[src/rtl/axis_pixel_transmitter.sv]
// axis_pixel_transmitter
//   Output end of the median pipeline. Takes the filtered pixel stream (no
//   backpressure upstream), buffers it in a circular FIFO and presents it as
//   an AXI4-Stream video master. tuser (start of frame) and tlast (end of
//   line) are regenerated from a local column counter. Pixels that arrive
//   while the buffer is full are dropped and flagged on a sticky bit.
//
// Ports
//   i_clk, i_reset        clock, synchronous active-high reset
//   i_data/_valid         filtered pixel and its qualifier
//   i_start_of_frame      marks a valid pixel as the first of a frame
//   m_axis_t*             AXI4-Stream master (tdata/tvalid/tready/tuser/tlast)
//   o_fifo_level          buffered entries, including the output-stage beat
//   o_overflow            sticky: a valid pixel was dropped
module axis_pixel_transmitter #(
  parameter int DATA_WIDTH  = 8,
  parameter int IMAGE_WIDTH = 10,
  parameter int FIFO_DEPTH  = 16
) (
  input  logic                          i_clk,
  input  logic                          i_reset,
  input  logic [DATA_WIDTH-1:0]         i_data,
  input  logic                          i_data_valid,
  input  logic                          i_start_of_frame,
  output logic [DATA_WIDTH-1:0]         m_axis_tdata,
  output logic                          m_axis_tvalid,
  input  logic                          m_axis_tready,
  output logic                          m_axis_tuser,
  output logic                          m_axis_tlast,
  output logic [$clog2(FIFO_DEPTH):0]   o_fifo_level,
  output logic                          o_overflow
);

  localparam int AW = $clog2(FIFO_DEPTH);
  localparam int LW = AW + 1;
  localparam int CW = (IMAGE_WIDTH > 1) ? $clog2(IMAGE_WIDTH) : 1;

  typedef struct packed {
    logic                  sof;
    logic                  eol;
    logic [DATA_WIDTH-1:0] data;
  } entry_t;

  entry_t          mem [FIFO_DEPTH];
  entry_t          wr_ent, out_ent;
  logic [AW-1:0]   wr_ptr, rd_ptr;
  logic [LW-1:0]   level;
  logic [CW-1:0]   col_cnt, col;
  logic            out_vld, ovf;
  logic            pop, push, ram_empty, load;

  always_comb begin
    pop       = out_vld & m_axis_tready;
    // Full with a simultaneous pop still has room: the pop frees a slot.
    push      = i_data_valid & ((level < LW'(FIFO_DEPTH)) | pop);
    // level covers RAM plus the output stage; RAM is empty when only the
    // output stage (if any) holds data.
    ram_empty = (level == LW'(out_vld));
    // Refill the output stage whenever it is empty or being drained.
    load      = ~ram_empty & (~out_vld | pop);

    col         = i_start_of_frame ? '0 : col_cnt;
    wr_ent.sof  = i_start_of_frame;
    wr_ent.eol  = (col == CW'(IMAGE_WIDTH - 1));
    wr_ent.data = i_data;
  end

  // Storage array, no reset needed: contents are qualified by the pointers.
  always_ff @(posedge i_clk) begin
    if (push) mem[wr_ptr] <= wr_ent;
  end

  always_ff @(posedge i_clk) begin
    if (i_reset) begin
      wr_ptr  <= '0;
      rd_ptr  <= '0;
      level   <= '0;
      col_cnt <= '0;
      out_vld <= 1'b0;
      out_ent <= '0;
      ovf     <= 1'b0;
    end else begin
      if (push) wr_ptr <= wr_ptr + 1'b1;
      if (load) begin
        rd_ptr  <= rd_ptr + 1'b1;
        out_ent <= mem[rd_ptr];
      end
      out_vld <= load | (out_vld & ~pop);
      case ({push, pop})
        2'b10:   level <= level + 1'b1;
        2'b01:   level <= level - 1'b1;
        default: level <= level;
      endcase
      // Dropped pixels still advance the column so later tags stay aligned.
      if (i_data_valid) col_cnt <= wr_ent.eol ? '0 : col + 1'b1;
      if (i_data_valid & ~push) ovf <= 1'b1;
    end
  end

  assign m_axis_tdata  = out_ent.data;
  assign m_axis_tuser  = out_ent.sof;
  assign m_axis_tlast  = out_ent.eol;
  assign m_axis_tvalid = out_vld;
  assign o_fifo_level  = level;
  assign o_overflow    = ovf;

endmodule

[config.mk]
export PLATFORM = sky130hd
export DESIGN_NAME = axis_pixel_transmitter
export DESIGN_NICKNAME = d
export VERILOG_FILES = /design/src/rtl/axis_pixel_transmitter.sv
export SDC_FILE = /design/constraint.sdc
export NUM_CORES = 1
export LEC_CHECK = 0
export BUFFER_PORTS_ARGS = -buffer_cell sky130_fd_sc_hd__buf_4
export CAP_MARGIN = 20
export CORE_ASPECT_RATIO = 1.4
export CORE_MARGIN = 2
export CORE_UTILIZATION = 35
export CTS_BUF_LIST = sky130_fd_sc_hd__clkbuf_8
export DETAILED_ROUTE_END_ITERATION = 10
export PLACE_DENSITY_LB_ADDON = 0.08
export SYNTH_ARGS = -nofsm -noshare
export SYNTH_HDL_FRONTEND = slang
export SYNTH_SLANG_ARGS = --single-unit
[constraint.sdc]
create_clock -name i_clk -period 3.3 [get_ports i_clk]
set_clock_uncertainty 0.2 [all_clocks]
set_input_delay 0.495 -clock i_clk [delete_from_list [all_inputs] [get_ports i_clk]]
set_output_delay 0.495 -clock i_clk [all_outputs]
set_load 0.02 [all_outputs]
# After elaboration in Yosys (flattened, before gate mapping)
# Memories as Yosys holds them, arrays and structs flattened. A register that Yosys moved wholly into a read port is not among the register bits.
# Index checks and enable logic that the tools add are counted.
dict set report totals {
  ff_bits 19
  output_inout_bits 17
  ramBits 160
  inputBits 13
  mem_count 1
  latch_bits 0
  romBits 0
}
dict set report op_classes {
  add_sub_neg 5
  n_reduce_logical 1
  mux 5
  order_cmp 1
  div 0
  eq_ne 4
  bitwise 12
  n_mul 0
  shifts 0
}
# name depth word_bits read_ports rd_ports_with_merged_regs wr line
set mem_list {}
lappend mem_list {mem 16 10 1 1 1 44} ;# entry_t mem [FIFO_DEPTH];
# op n
set op_table {}
lappend op_table {{adder 4 x 1 -> 4 bit (second input constant)} 3}
lappend op_table {{one-hot mux 5 bit (2 select lines)} 1}
lappend op_table {{two-way mux 4 bit} 2}
lappend op_table {{adder 5 x 1 -> 5 bit (second input constant)} 1}
lappend op_table {{bitwise AND 1 bit} 5}
lappend op_table {{== test 5 x 1 -> 1 bit} 1}
lappend op_table {{less-than comparator 5 bit (second input constant)} 1}
lappend op_table {{subtractor 5 x 1 -> 5 bit (second input constant)} 1}
lappend op_table {{== test 4 bit (second input constant)} 1}
lappend op_table {{inverter 1 bit} 4}
lappend op_table {{bitwise OR 1 bit} 3}
lappend op_table {{== test 2 x 1 -> 1 bit (second input constant)} 1}
lappend op_table {{== test 2 bit (second input constant)} 1}
lappend op_table {{two-way mux 1 bit} 2}
lappend op_table {{nonzero test 2 bit} 1}

# Logic depth before layout (Yosys ltp)
dict set report logic_depth {
  depth_word 5
  depth_mapped 12
  depth_no_buf 10
}

# Least setup slack after synthesis
# OpenSTA, ideal clock, no wires.
dict set report synth_timing {
  kind {input to register}
  from {in i_data_valid}
  to {reg level[4], in the netlist o_fifo_level[4]}
  slack_ns 0.066
  setup_time_ns 0.121
  required_ns 2.979
  n_path_buf 2
  stages 12
  arrival_ns 2.913
  path_cell_list {clkbuf_1 -> inv_1 -> a21oi_1 -> inv_1 -> ha_1 -> clkbuf_1 -> xor2_1 -> ha_1 -> o21a_1 -> o21a_1 -> o32ai_1 -> mux2_2}
}
dict set report synth_between {
  elab_chain_len 3
}
# item line
set synth_lines {}
lappend synth_lines {{start, declared} 23} ;# input logic i_data_valid,
lappend synth_lines {{bitwise AND 1 bit (*)} 55} ;# push = i_data_valid & ((level < LW'(FIFO_DEPTH)) | pop);
lappend synth_lines {{== test 2 x 1 -> 1 bit / == test 2 bit (equally long branches)} 89} ;# case ({push, pop})
lappend synth_lines {{one-hot mux 5 bit (2 select lines) / nonzero test 2 bit (equally long branches)} --}
lappend synth_lines {{end signal, assigned} 90} ;# 2'b10: level <= level + 1'b1;
lappend synth_lines {{end signal, assigned} 91} ;# 2'b01: level <= level - 1'b1;
lappend synth_lines {{end signal, assigned} 92} ;# default: level <= level;
lappend synth_lines {{end, declared} 47} ;# logic [LW-1:0] level;
# Every way passes the cells marked *; elsewhere a longest branch is shown, timed or not.
# A chain may end at the register's enable or synchronous reset.

# Worst setup path after layout
dict set report layout_timing {
  from {reg out_vld, in the netlist m_axis_tvalid}
  to {reg level[4], in the netlist o_fifo_level[4]}
}
dict set report layout_between {
  elab_chain_len 5
}
# item line
set layout_lines {}
lappend layout_lines {{start, declared} 49} ;# logic out_vld, ovf;
lappend layout_lines {{start signal, assigned} 88} ;# out_vld <= load | (out_vld & ~pop);
lappend layout_lines {{bitwise AND 1 bit (*)} 53} ;# pop = out_vld & m_axis_tready;
lappend layout_lines {{bitwise OR 1 bit} 55}
lappend layout_lines {{bitwise AND 1 bit} 55}
lappend layout_lines {{== test 2 x 1 -> 1 bit / == test 2 bit (equally long branches)} 89}
lappend layout_lines {{one-hot mux 5 bit (2 select lines) / nonzero test 2 bit (equally long branches)} --}
# Marks and branches as above.

==> results.sh <==
export IMPL_cts_resized=0
export IMPL_avgSynthCellArea_um2=16.5
export IMPL_finalSetupTns_ns=0
export IMPL_arrival_ns=2.94
export IMPL_end_kind="flip-flop"
export IMPL_p_per_area_nw_per_um2=682
export IMPL_wl_met1_um=6930
export IMPL_drtPass1Iterations=5
export IMPL_yosysSeqAreaShare_pct=70.4
export IMPL_postSynthCellCount=464
export IMPL_ys_ff_latch=189
export IMPL_rsz0062_at_grt="false"
export IMPL_die_x_um=129
export IMPL_drv_cap=0
export IMPL_grt_pass1_wl_um=25600
export IMPL_timing_final_ws_setup_ns=0.526
export IMPL_netlist_top_cell_by_area="edfxtp_1"
export IMPL_gp_congestion=0.745
export IMPL_outcome="finished clean"
export IMPL_h_tree_depth=4
export IMPL_die_y_um=179
export IMPL_cts_tree="done"
export IMPL_port_buffers=29
export IMPL_netlist_area_um2=7650
export IMPL_drtIter0Drc=296
export IMPL_critPathKind="flip-flop to flip-flop"
export IMPL_grt_total_usage_pct=15.4
export IMPL_grt_max_degree=33
export IMPL_hold_path_class="input pin to flip-flop"
export IMPL_dr_wl_met2_um=9040
export IMPL_crit_required_ns=3.47
export IMPL_die_area_um2=23100
export IMPL_n_antenna_cell=0
export IMPL_drive_above_1_share_pct=24.0
export IMPL_syn_num_nets=486
export IMPL_ys_top_cells_by_area="edfxtp_1 (63%), dfxtp_1 (7.6%), mux4_2 (6.5%)"
export IMPL_vias=4104
export IMPL_cts_setup_buffers=0
export IMPL_layout_nets=533
export IMPL_setup_violations=0
export IMPL_slew_headroom_pct=51.1
export IMPL_place_ws_ns=0.314
export IMPL_cts_hold_buffers=0
export IMPL_synth_edff_count=160
export IMPL_fin_util_pct=39.8
export IMPL_placedCellCount=789
export IMPL_critPathMaxStageDelay_ns=0.40
export IMPL_max_clock_freq_mhz=361
export IMPL_clkSinkCount=189
export IMPL_overflow=0
export IMPL_finalWirelength_um=16700
export IMPL_cts_root_buf="clkbuf_8"
export IMPL_antenna_left=0
export IMPL_power_total_mw=5.89
export IMPL_viasPerCell=5.00
export IMPL_antenna_found_initial=0
export IMPL_rows=64
export IMPL_drv_slew=0
export IMPL_area_growth_pct=12.9
export IMPL_synthDistinctLibCells=60
export IMPL_routed_top_layer="met4"
export IMPL_cts_clk_slew_worst_paths_ns=0.11
export IMPL_grt_pass1_vias=4214
export IMPL_wl_met3_um=601
export IMPL_tightest_slew_ns=0.734
export IMPL_wire_per_inst_um=20.4
export IMPL_finalCritPeriodShare_pct=84.1
export IMPL_ios=30
export IMPL_fin_cells=821
export IMPL_start_util_pct=35.3
export IMPL_cts_buffers=17
export IMPL_coreArea_um2=21700
export IMPL_final_hold_viol_count=0
export IMPL_path_max_fanout=8
export IMPL_crit_chain="nand2_1 > a21oi_1 > inv_1 > ha_1 > xor2_1 > ha_1 > o21a_1 > o21a_1 > o32ai_1 > mux2_2"
export IMPL_finalCriticalPeriod_ns=2.77
export IMPL_yosys_warnings=0
export IMPL_synth_ff_type="edfxtp_1"
export IMPL_cts_buffer_depth=2
export IMPL_dp_hpwl_um=11000
export IMPL_critPathSlowestCell="dfxtp_1"
export IMPL_drc_errors=0
export IMPL_synth_top_area_share_pct=62.8
export IMPL_power_leakage_nw=2.81
export IMPL_start_kind="flip-flop"
export IMPL_worstSkewPairLatency_ns=0.46
export IMPL_ir_drop_mv=0.285
export IMPL_synth_async_sr_flop_share_pct=0
## placed cells by master (no fill, tap or decap), drive strengths merged, types with 3 or more instances in the layout
| master | count |
|---|---|
| nand3 | 4 |
| a21oi | 10 |
| edfxtp | 160 |
| a211oi | 7 |
| ha | 9 |
| clkbuf | 17 |
| nand2b | 6 |
| nor2 | 37 |
| buf | 55 |
| o22ai | 17 |
| dfxtp | 29 |
| o21ai | 5 |
| inv | 14 |
| a22oi | 4 |
| xor2 | 8 |
| nor3 | 12 |
| nand3b | 3 |
| a22o | 6 |
| nand2 | 15 |
| mux4 | 23 |
| clkinv | 4 |
| nor4 | 6 |
| o21a | 3 |
| mux2i | 35 |
## cells in the mapped netlist (all sizes together) (7+ instances only)
cell and n:
a21oi 10, clkbuf 9, o22ai 17, nand2 15, dfxtp 29, mux2i 35, mux4 23, nor3 12
edfxtp 160, xor2 8, ha 9, a211oi 7, nor2 37, buf 18
## final timing paths
kind	startpoint	cells past startpoint	slack, ns	to
hold / removal	i_data_valid	3	0.14	col_cnt[0]
hold reg to reg	o_overflow	2	0.29	o_overflow
setup reg to reg	m_axis_tvalid	10	0.53	o_fifo_level[4]
setup / recovery	m_axis_tvalid	10	0.53	o_fifo_level[4]
## kinds of logic (layout without fill, tap and decap cells)
logic type	count (synthesis)	after routing	share of synthesized area [%]
DFF	189	189	70.4
and+or+nand+nor	100	100	6.69
AOI/OAI and AO/OA	65	65	6.16
buffers and inverters	32	92	2.63
muxes	59	59	11.5
xor gates and xnor gates	10	10	1.14
adders and majority gates	9	9	1.47
## cell type report
class | instances | area, µm²
repair buffers | 55 | 413
clock buffers | 17 | 234
clock inverters | 15 | 150
multi-input cells | 243 | 2070
well taps | 297 | 372
fillers | 2025 | 13100
flip-flops and latches | 189 | 5390
inverters | 5 | 18.8
## where the power goes
part	total [mW]	internal [mW]	switching [mW]
logic	1.55	0.693	0.858
registers	2.85	2.71	0.145
clock network	1.49	0.624	0.868
total	5.89	4.02	1.87
## flip-flops by register name (all words and copies together) (netlist names)
name           cells
mem              160
m_axis_tdata       8
o_fifo_level       5
col_cnt            4
rd_ptr             4
wr_ptr             4
m_axis_tlast       1
m_axis_tuser       1
m_axis_tvalid      1
o_overflow         1
## critical path, delay by kind of cell, from the launching register on
kind	cells	cell delay, ns
simple gates	1	0.11
fa+ha+maj	2	0.54
buf+inv	1	0.10
mux	1	0.36
compound gates	4	0.77
flops	1	0.40
xor+xnor	1	0.18
## routing by layer
metal / vias up / track usage (%)
li1: 1899 / -
met4: 0 / 4.21
met3: 6 / 3.01
met1: 2131 / 18.8
met5: - / 0
met2: 68 / 27.7
## through the flow
| stage | hold slack [ns] | instance area [µm²] |
|---|---|---|
| floorplan | 0.252 | 7650 |
| global placement | 0.280 | 8260 |
| detailed placement | 0.265 | 8260 |
| CTS | 0.104 | 8640 |
| global route | 0.116 | 8640 |
| finish | 0.140 | 8640 |
(Power assumes the default switching activity.)
